File: config.mk
export PLATFORM = sky130hd
export DESIGN_NAME = alarm_sounder
export DESIGN_NICKNAME = d
export VERILOG_FILES = /design/src/rtl/alarm_pkg.sv /design/src/rtl/alarm_sounder_phase_timer.sv /design/src/rtl/alarm_sounder.sv
export SDC_FILE = /design/constraint.sdc
export NUM_CORES = 1
export LEC_CHECK = 0
export CAP_MARGIN = 0
export CELL_PAD_IN_SITES_DETAIL_PLACEMENT = 1
export CELL_PAD_IN_SITES_GLOBAL_PLACEMENT = 1
export CORE_UTILIZATION = 43
export DETAILED_ROUTE_END_ITERATION = 7
export PLACE_DENSITY_LB_ADDON = 0.1
export SLEW_MARGIN = 20
export SYNTH_ARGS = -nofsm -noshare
export SYNTH_HDL_FRONTEND = slang
export SYNTH_SLANG_ARGS = --single-unit
export TNS_END_PERCENT = 50
File: constraint.sdc
create_clock -name clk -period 5.4 [get_ports clk]
set_input_delay 0.81 -clock clk [delete_from_list [all_inputs] [get_ports clk]]
set_output_delay 0.81 -clock clk [all_outputs]
set_load 0.03 [all_outputs]
File: src/rtl/alarm_pkg.sv
// Shared definitions for the alarm sounder: state encoding, default
// timing constants and the LED chase seed.
package alarm_pkg;

    typedef enum logic [1:0] {
        IDLE     = 2'd0,
        BEEP_ON  = 2'd1,
        BEEP_OFF = 2'd2,
        SNOOZE   = 2'd3
    } sounder_state_t;

    localparam int DEF_ON_CYCLES     = 4;
    localparam int DEF_OFF_CYCLES    = 4;
    localparam int DEF_SNOOZE_CYCLES = 16;
    localparam int DEF_MAX_SNOOZES   = 2;

    localparam logic [7:0] LED_SEED = 8'h01;

    // Rotate the LED chase one position left; 8'h80 wraps to 8'h01.
    function automatic logic [7:0] rotl8(input logic [7:0] value);
        return {value[6:0], value[7]};
    endfunction

endpackage

File: src/rtl/alarm_sounder_phase_timer.sv
// Shared 16-bit loadable down-counter timing every sounder phase.
// A phase loaded with N-1 lasts exactly N cycles; done flags count==0.
module phase_timer (
    input  logic        clk,
    input  logic        reset,
    input  logic        load,
    input  logic [15:0] load_val,
    input  logic        en,
    output logic        done
);

    logic [15:0] count;

    // Load takes precedence over counting; the count parks at zero.
    always_ff @(posedge clk) begin
        if (reset) begin
            count <= 16'd0;
        end else if (load) begin
            count <= load_val;
        end else if (en && (count != 16'd0)) begin
            count <= count - 16'd1;
        end
    end

    assign done = (count == 16'd0);

endmodule

File: src/rtl/alarm_sounder.sv
// Alarm sounder: turns the alarm FSM's alert level into a timed beep
// pattern with an LED chase, honouring a limited snooze budget.
// Optional macro ALARM_SOUNDER_ESCALATE_EN halves the OFF gap every
// fourth beep (floor of one cycle), restored on IDLE or SNOOZE entry.
module alarm_sounder
    import alarm_pkg::*;
#(
    parameter int ON_CYCLES     = DEF_ON_CYCLES,
    parameter int OFF_CYCLES    = DEF_OFF_CYCLES,
    parameter int SNOOZE_CYCLES = DEF_SNOOZE_CYCLES,
    parameter int MAX_SNOOZES   = DEF_MAX_SNOOZES
) (
    input  logic       clk,
    input  logic       reset,
    input  logic       alert,
    input  logic       snooze,
    output logic       buzz,
    output logic [7:0] leds,
    output logic       active,
    output logic [1:0] snooze_cnt
);

    localparam logic [15:0] ON_LOAD     = 16'(ON_CYCLES - 1);
    localparam logic [15:0] OFF_FULL    = 16'(OFF_CYCLES);
    localparam logic [15:0] SNOOZE_LOAD = 16'(SNOOZE_CYCLES - 1);
    localparam logic [2:0]  MAX_SN      = 3'(MAX_SNOOZES);

    sounder_state_t state, next_state;
    logic        load;
    logic [15:0] load_val;
    logic [15:0] off_load;
    logic        done;
    logic        snooze_take;
    logic        can_snooze;
    logic [7:0]  leds_next;

    assign can_snooze = ({1'b0, snooze_cnt} < MAX_SN);

    phase_timer u_timer (
        .clk      (clk),
        .reset    (reset),
        .load     (load),
        .load_val (load_val),
        .en       (state != IDLE),
        .done     (done)
    );

`ifdef ALARM_SOUNDER_ESCALATE_EN
    logic [1:0]  beep_cnt;
    logic [15:0] off_eff;

    // Count beeps; on every beep that follows a completed group of four,
    // halve the OFF gap. Silence (IDLE/SNOOZE) restores the full gap.
    always_ff @(posedge clk) begin
        if (reset) begin
            beep_cnt <= 2'd0;
            off_eff  <= OFF_FULL;
        end else if ((next_state == IDLE) || (next_state == SNOOZE)) begin
            beep_cnt <= 2'd0;
            off_eff  <= OFF_FULL;
        end else if ((next_state == BEEP_ON) && (state != BEEP_ON)) begin
            beep_cnt <= beep_cnt + 2'd1;
            if ((state == BEEP_OFF) && (beep_cnt == 2'd0) && (off_eff > 16'd1)) begin
                off_eff <= off_eff >> 1;
            end
        end
    end

    assign off_load = off_eff - 16'd1;
`else
    assign off_load = OFF_FULL - 16'd1;
`endif

    // Next-state and timer-load decode: alert low beats snooze, which
    // beats phase expiry.
    always_comb begin
        next_state  = state;
        load        = 1'b0;
        load_val    = 16'd0;
        snooze_take = 1'b0;
        if ((state != IDLE) && !alert) begin
            next_state = IDLE;
            load       = 1'b1;
        end else begin
            case (state)
                IDLE: begin
                    if (alert) begin
                        next_state = BEEP_ON;
                        load       = 1'b1;
                        load_val   = ON_LOAD;
                    end
                end
                BEEP_ON, BEEP_OFF: begin
                    if (snooze && can_snooze) begin
                        next_state  = SNOOZE;
                        load        = 1'b1;
                        load_val    = SNOOZE_LOAD;
                        snooze_take = 1'b1;
                    end else if (done) begin
                        next_state = (state == BEEP_ON) ? BEEP_OFF : BEEP_ON;
                        load       = 1'b1;
                        load_val   = (state == BEEP_ON) ? off_load : ON_LOAD;
                    end
                end
                SNOOZE: begin
                    if (done) begin
                        next_state = BEEP_ON;
                        load       = 1'b1;
                        load_val   = ON_LOAD;
                    end
                end
                default: begin
                    next_state = IDLE;
                end
            endcase
        end
    end

    // LED chase: seed on a fresh start, rotate on each new beep, hold
    // through the gap, dark when silent.
    always_comb begin
        leds_next = 8'h00;
        case (next_state)
            BEEP_ON: begin
                if (state == BEEP_ON) begin
                    leds_next = leds;
                end else if (state == BEEP_OFF) begin
                    leds_next = rotl8(leds);
                end else begin
                    leds_next = LED_SEED;
                end
            end
            BEEP_OFF: leds_next = leds;
            default:  leds_next = 8'h00;
        endcase
    end

    // State and registered outputs update together.
    always_ff @(posedge clk) begin
        if (reset) begin
            state      <= IDLE;
            buzz       <= 1'b0;
            leds       <= 8'h00;
            active     <= 1'b0;
            snooze_cnt <= 2'd0;
        end else begin
            state  <= next_state;
            buzz   <= (next_state == BEEP_ON);
            leds   <= leds_next;
            active <= (next_state != IDLE);
            if (next_state == IDLE) begin
                snooze_cnt <= 2'd0;
            end else if (snooze_take) begin
                snooze_cnt <= snooze_cnt + 2'd1;
            end
        end
    end

endmodule

After elaboration in Yosys (flattened, before gate mapping)
Index checks and enable logic that the tools add are counted.
{"block": "totals", "reg_bits": 30, "latch_bits": 0, "ram_bits": 0, "romBits": 0, "inputBits": 4, "out_inout_bits": 12, "n_memories": 0}
{"block": "op_classes", "n_addsub": 2, "n_mul": 0, "div_mod_pow": 0, "order_cmp": 1, "n_eq_ne": 6, "shift": 0, "n_mux": 25, "bitwise_logic": 1, "n_reduce_logical": 14}
{"op": "$mux W16", "n": 3}
{"op": "$pmux W16 S3", "n": 1}
{"op": "$logic_not A16 Y1", "n": 1}
{"op": "$mux W2", "n": 8}
{"op": "$mux W8", "n": 2}
{"op": "$pmux W8 S2", "n": 1}
{"op": "$reduce_bool A16 Y1", "n": 1}
{"op": "$sub A16 B1 Y16 const B", "n": 1}
{"op": "$mux W1", "n": 7}
{"op": "$eq A2 B2 Y1 const B", "n": 3}
{"op": "$pmux W2 S3", "n": 1}
{"op": "$reduce_bool A2 Y1", "n": 3}
{"op": "$eq A2 B1 Y1 const B", "n": 2}
{"op": "$logic_not A2 Y1", "n": 2}
{"op": "$mux W4", "n": 1}
{"op": "$reduce_or A2 Y1", "n": 2}
{"op": "$logic_and A1 B1 Y1", "n": 3}
{"op": "$pmux W1 S3", "n": 1}
{"op": "$add A2 B1 Y2 const B", "n": 1}
{"op": "$lt A2 B2 Y1 const B", "n": 1}
{"op": "$ne A2 B2 Y1 const B", "n": 1}
{"op": "$reduce_and A2 Y1", "n": 1}
{"op": "$logic_not A1 Y1", "n": 1}
{"op": "$not A1 Y1", "n": 1}

Depth between registers and ports, before layout
{"block": "logic_depth", "word_depth": 9, "depth_mapped": 10}

Cells and area by module
A second synthesis with hierarchy kept.
{"block": "hier_totals", "hier_cells": 191, "hier_area_um2": 1654.1}
{"module": "phase_timer", "n_inst": 1, "cells_per_inst": 114, "area_per_inst_um2": 944.7, "seq_area_each_um2": 320.3}
{"module": "alarm_sounder", "n_inst": 1, "cells_per_inst": 77, "area_per_inst_um2": 709.4, "seq_area_each_um2": 280.3}

Worst setup path after synthesis
OpenSTA, ideal clock, no wires.
{"block": "synth_timing", "path_kind": "flip-flop to flip-flop", "startpoint": "register u_timer.count[0]", "endpoint": "register u_timer.count[14]", "setup_ns": 0.116, "arrival_time_ns": 1.963, "path_slack_ns": 3.321, "path_stages_with_launch": 10, "n_path_buf": 1, "path_cell_list": "dfxtp_1 inv_1 ha_1 nor2b_1 and4_1 buf_2 or4_4 nor4b_4 xnor2_1 nor2_2"}
{"block": "synth_between", "elab_chain_len": 6, "elab_cells_between_ends": 11, "classes_between": "add/sub: 1; mux: 6; reduce/logical: 4"}
{"item": "start, declared", "line": "alarm_sounder_phase_timer.sv:12", "source": "logic [15:0] count;"}
{"item": "start signal, assigned", "line": "alarm_sounder_phase_timer.sv:19", "source": "count <= load_val;"}
{"item": "start signal, assigned", "line": "alarm_sounder_phase_timer.sv:21", "source": "count <= count - 16'd1;"}
{"item": "parallel branches: the longest is 6 deep, another holds $sub A16 B1 Y16"}
Several ways; the timed one is not identified. The select of a mux whose other input is x is not followed.
A chain may end at the register's enable or synchronous reset.

Worst setup path in the final report
{"block": "layout_timing", "startpoint": "input port alert", "endpoint": "register leds[0]"}
{"block": "layout_between", "elab_chain_len": 6, "elab_cells_between_ends": 11, "classes_between": "eq/ne: 3; mux: 4; bitwise: 1; reduce/logical: 3"}
{"item": "start, declared", "line": "alarm_sounder.sv:15", "source": "input logic alert,"}
{"item": "$mux W2 or $logic_not A1 Y1 (tied branches)", "line": "alarm_sounder.sv:87, alarm_sounder.sv:81"}
{"item": "$pmux W2 S3 or $logic_and A1 B1 Y1 (tied branches)", "line": "alarm_sounder.sv:85, alarm_sounder.sv:81"}
{"item": "$mux W2 (*)", "line": "alarm_sounder.sv:81", "source": "if ((state != IDLE) && !alert) begin"}
{"item": "$eq A2 B1 Y1 or $eq A2 B2 Y1 (tied branches)", "line": "alarm_sounder.sv:123", "source": "case (next_state)"}
{"item": "$ne A2 B2 Y1 (no source line) or $not A1 Y1 (tied branches)"}
{"item": "$reduce_and A2 Y1 (no source line)"}
{"item": "end signal, assigned", "line": "alarm_sounder.sv:149", "source": "leds <= leds_next;"}
{"item": "end, declared", "line": "alarm_sounder.sv:18", "source": "output logic [7:0] leds,"}
Mark *: on every way between the ends. The rest lies on a longest branch, timed or not.

==> flow_summary.toml <==
[status]
status = "complete, no violations"

[worst_setup_path]
critPathMaxFanout = 10
slowest_delay_ns = 0.59
cp_cell_sequence = "clkdlybuf4s50_1 -> nor2b_1 -> nand2_1 -> a21oi_1 -> a22oi_4 -> nand2b_1 -> o21ai_0"
cp_num_buf_inv = 1
crit_path_end_kind = "register"
worst-path-stages = 7
worst-setup-path-type = "input pin to register"
path_delay_family = "simple AND/OR/NAND/NOR gates"
worstPathArrival_ns = 2.88
cp-start-kind = "input pin"
r2r-start = "u_timer.count[0]"
cp-endpoint = "leds[0]"
rr_endpoint = "leds[7]"
crit_path_start = "alert"
slowest_stage = "clkdlybuf4s50_1"
reg2reg_setup_slack_ns = 3.00
r2r_cells = 8
required_ns = 5.60

[sta]
worst_slew_pin_slew_ns = 0.609
setup_viol = 0
hold_violations = 0
rsz0062_at_grt = "false"
fin_crit_sh_pct = 49.8
setup_slack_ns = 2.71
relSlewSlack_pct = 59.3
fmax_mhz = 372
period_minus_slack_ns = 2.69
finalSetupTns_ns = 0
slew_violations = 0
fin_skew_ns = 0.00272

[synth]
ys_seq_elements = 30
yosys.area_share.adder_pct = 4.54
synthSimpleGateAreaFrac_pct = 30.4
syn_inst = 206
synth_top_family_by_area = "simple AND/OR/NAND/NOR gates"
synth-xor-area-share_pct = 6.35
post_synth_mux_area_share_pct = 0
synth_compound_area_share_pct = 18.1
synth_cell_types = 45
yosys_warnings = 0
synth.area.top_cells = "dfxtp_1, nor2_1, xnor2_1, ha_1, nand2_1"
async_flop_share_pct = 0
syn-mean-instance-area_sq_um = 8.04
synth_top_area_share_pct = 36.3
yosys.area.top_type = "dfxtp_1"
syn-num-nets = 216
syn_area_sq_um = 1660
synth_edf_count = 0
synth_ff_type = "dfxtp_1"
ys_seq_area_share_pct = 36.3

[routing]
drt-total-wl_microns = 4110
wl_met1_microns = 1790
topRoutingLayerUsed = "met4"
routedWlPerCell_microns = 15.3
dr.pass1.iters = 6
viasPerCell = 5.51
dr_wl_met2_microns = 2080
ant_nets = 0
drcViolationCount = 0
drtIter0Drc = 56
wl_met3_microns = 147
dr_total_vias = 1476

[pwr]
vdd.ir_drop.worst_mv = 0.168
clkPwrFrac_pct = 25.9
power_mw = 0.660
combPwrFrac_pct = 35.3
seqPwrFrac_pct = 38.8
power.switching_mw = 0.246
p_leak_nw = 0.717
p_int_mw = 0.414
swShare_pct = 37.2
power.density_nw_per_um2 = 346

[placement]
post-dp-hpwl_microns = 2970
numPortBuffers = 15
dpl_cell_area_sq_um = 1830
place.gp.congestion = 0.768
pre_cts_slack_ns = 2.48

[finish]
fin_nets = 230
drive_gt1_share_pct = 7.27
layout_commonest_cell = "nor2_1"
num_antenna_cells = 0
final_cell_mix = "nor2_1, dfxtp_1, nand2_1, clkdlybuf4s50_1, a21oi_1"
final_util_pct = 51.7
final_area_sq_um = 1910
syn2layout_area_growth_pct = 15.2

[global_route]
grt_usage_pct = 22.9
grt_pass1_vias = 1516
overflow = 0
grt_max_degree = 18
grt_pass1_wl_microns = 7090
antenna_found_initial = 0

[floorplanning]
fp-row-count = 22
die_w_microns = 64.0
io_pins = 16
core_sq_um = 3690
start_util_pct = 44.9
die_h_microns = 64.0
die-area_sq_um = 4100

[clock_tree]
cts.clk_slew.worst_paths_ns = 0.06
cts-buffers-inserted = 5
holdBufCountCts = 0
cts_tree = "done"
clock_latency_ns = 0.28
root_buffer = "clkbuf_8"
cts_sinks = 30
cts_resized = 0
postCtsSetupRepairBufs = 0
clockBufferDepth = 2
htree_levels = 2

[job]
max-cap-violations = 0

[min_path]
hold_class = "register to register"
[worst min-delay path: cells and delay by family (launching register included)]
family,cells,cell delay (ns)
and+or+nand+nor,1,0.06
AOI/OAI and AO/OA,1,0.07
DFF,1,0.33
[power groups by stage]
stage                     clock network [mW]  logic (mW)  registers, mW
final                                  0.171       0.233          0.256
after global routing                   0.186       0.260          0.259
after global placement                     0       0.223          0.260
after floorplan                            0       0.174          0.267
after CTS                              0.177       0.234          0.256
after detailed placement                   0       0.231          0.261
[kinds of logic (layout without fill, tap and decap cells)]
kind of cell / count (synthesis) / after routing
simple gates: 97 / 97
flops: 30 / 30
buf+inv: 18 / 32
compound gates: 43 / 43
fa+ha+maj: 6 / 6
xor+xnor: 12 / 12
[layer usage]
metal	track usage, %	up-vias
met5	0	-
met4	12.2	0
met3	5.18	11
met2	40.4	28
met1	25.4	698
li1	-	739
[flip-flops by register name, summed over array words and instances (netlist names)]
signal / count
active: 1
buzz: 1
leds: 8
snooze_cnt: 2
state: 2
u_timer.count: 16
[cells in the mapped netlist, types with 3 or more instances]
cell type	instances
a21oi_1	13
buf_2	4
clkbuf_1	4
dfxtp_1	30
ha_1	6
inv_1	10
nand2_1	20
nand2b_1	5
nand3_1	6
nor2_1	32
nor2b_1	6
nor3_1	8
o21ai_0	7
o32ai_1	3
xnor2_1	9
xor2_1	3
[cell type report]
type / count / area, sq um
sequential: 30 / 601
fill: 452 / 1780
timing repair buffer: 15 / 150
inverter: 10 / 37.5
multi-input combinational: 158 / 982
clock buffer: 7 / 76.3
tap: 48 / 60.1
[metrics by stage]
step	cells	hold slack, ns
global placement	261	0.483
global route	268	0.541
finish	268	0.512
floorplan	206	0.480
CTS	268	0.518
detailed placement	261	0.506
[how the worst min path moves through the flow]
stage	start	to	slack, ns	cells past startpoint
finish	leds[7]	leds[7]	0.51	2
global route	leds[1]	leds[1]	0.54	2
CTS	leds[7]	leds[7]	0.52	2
detailed placement	leds[7]	leds[7]	0.51	2
global placement	leds[0]	leds[0]	0.48	2
floorplan	u_timer.count[5]	u_timer.count[5]	0.48	2
Note: power is estimated with default switching activity, not from simulation.
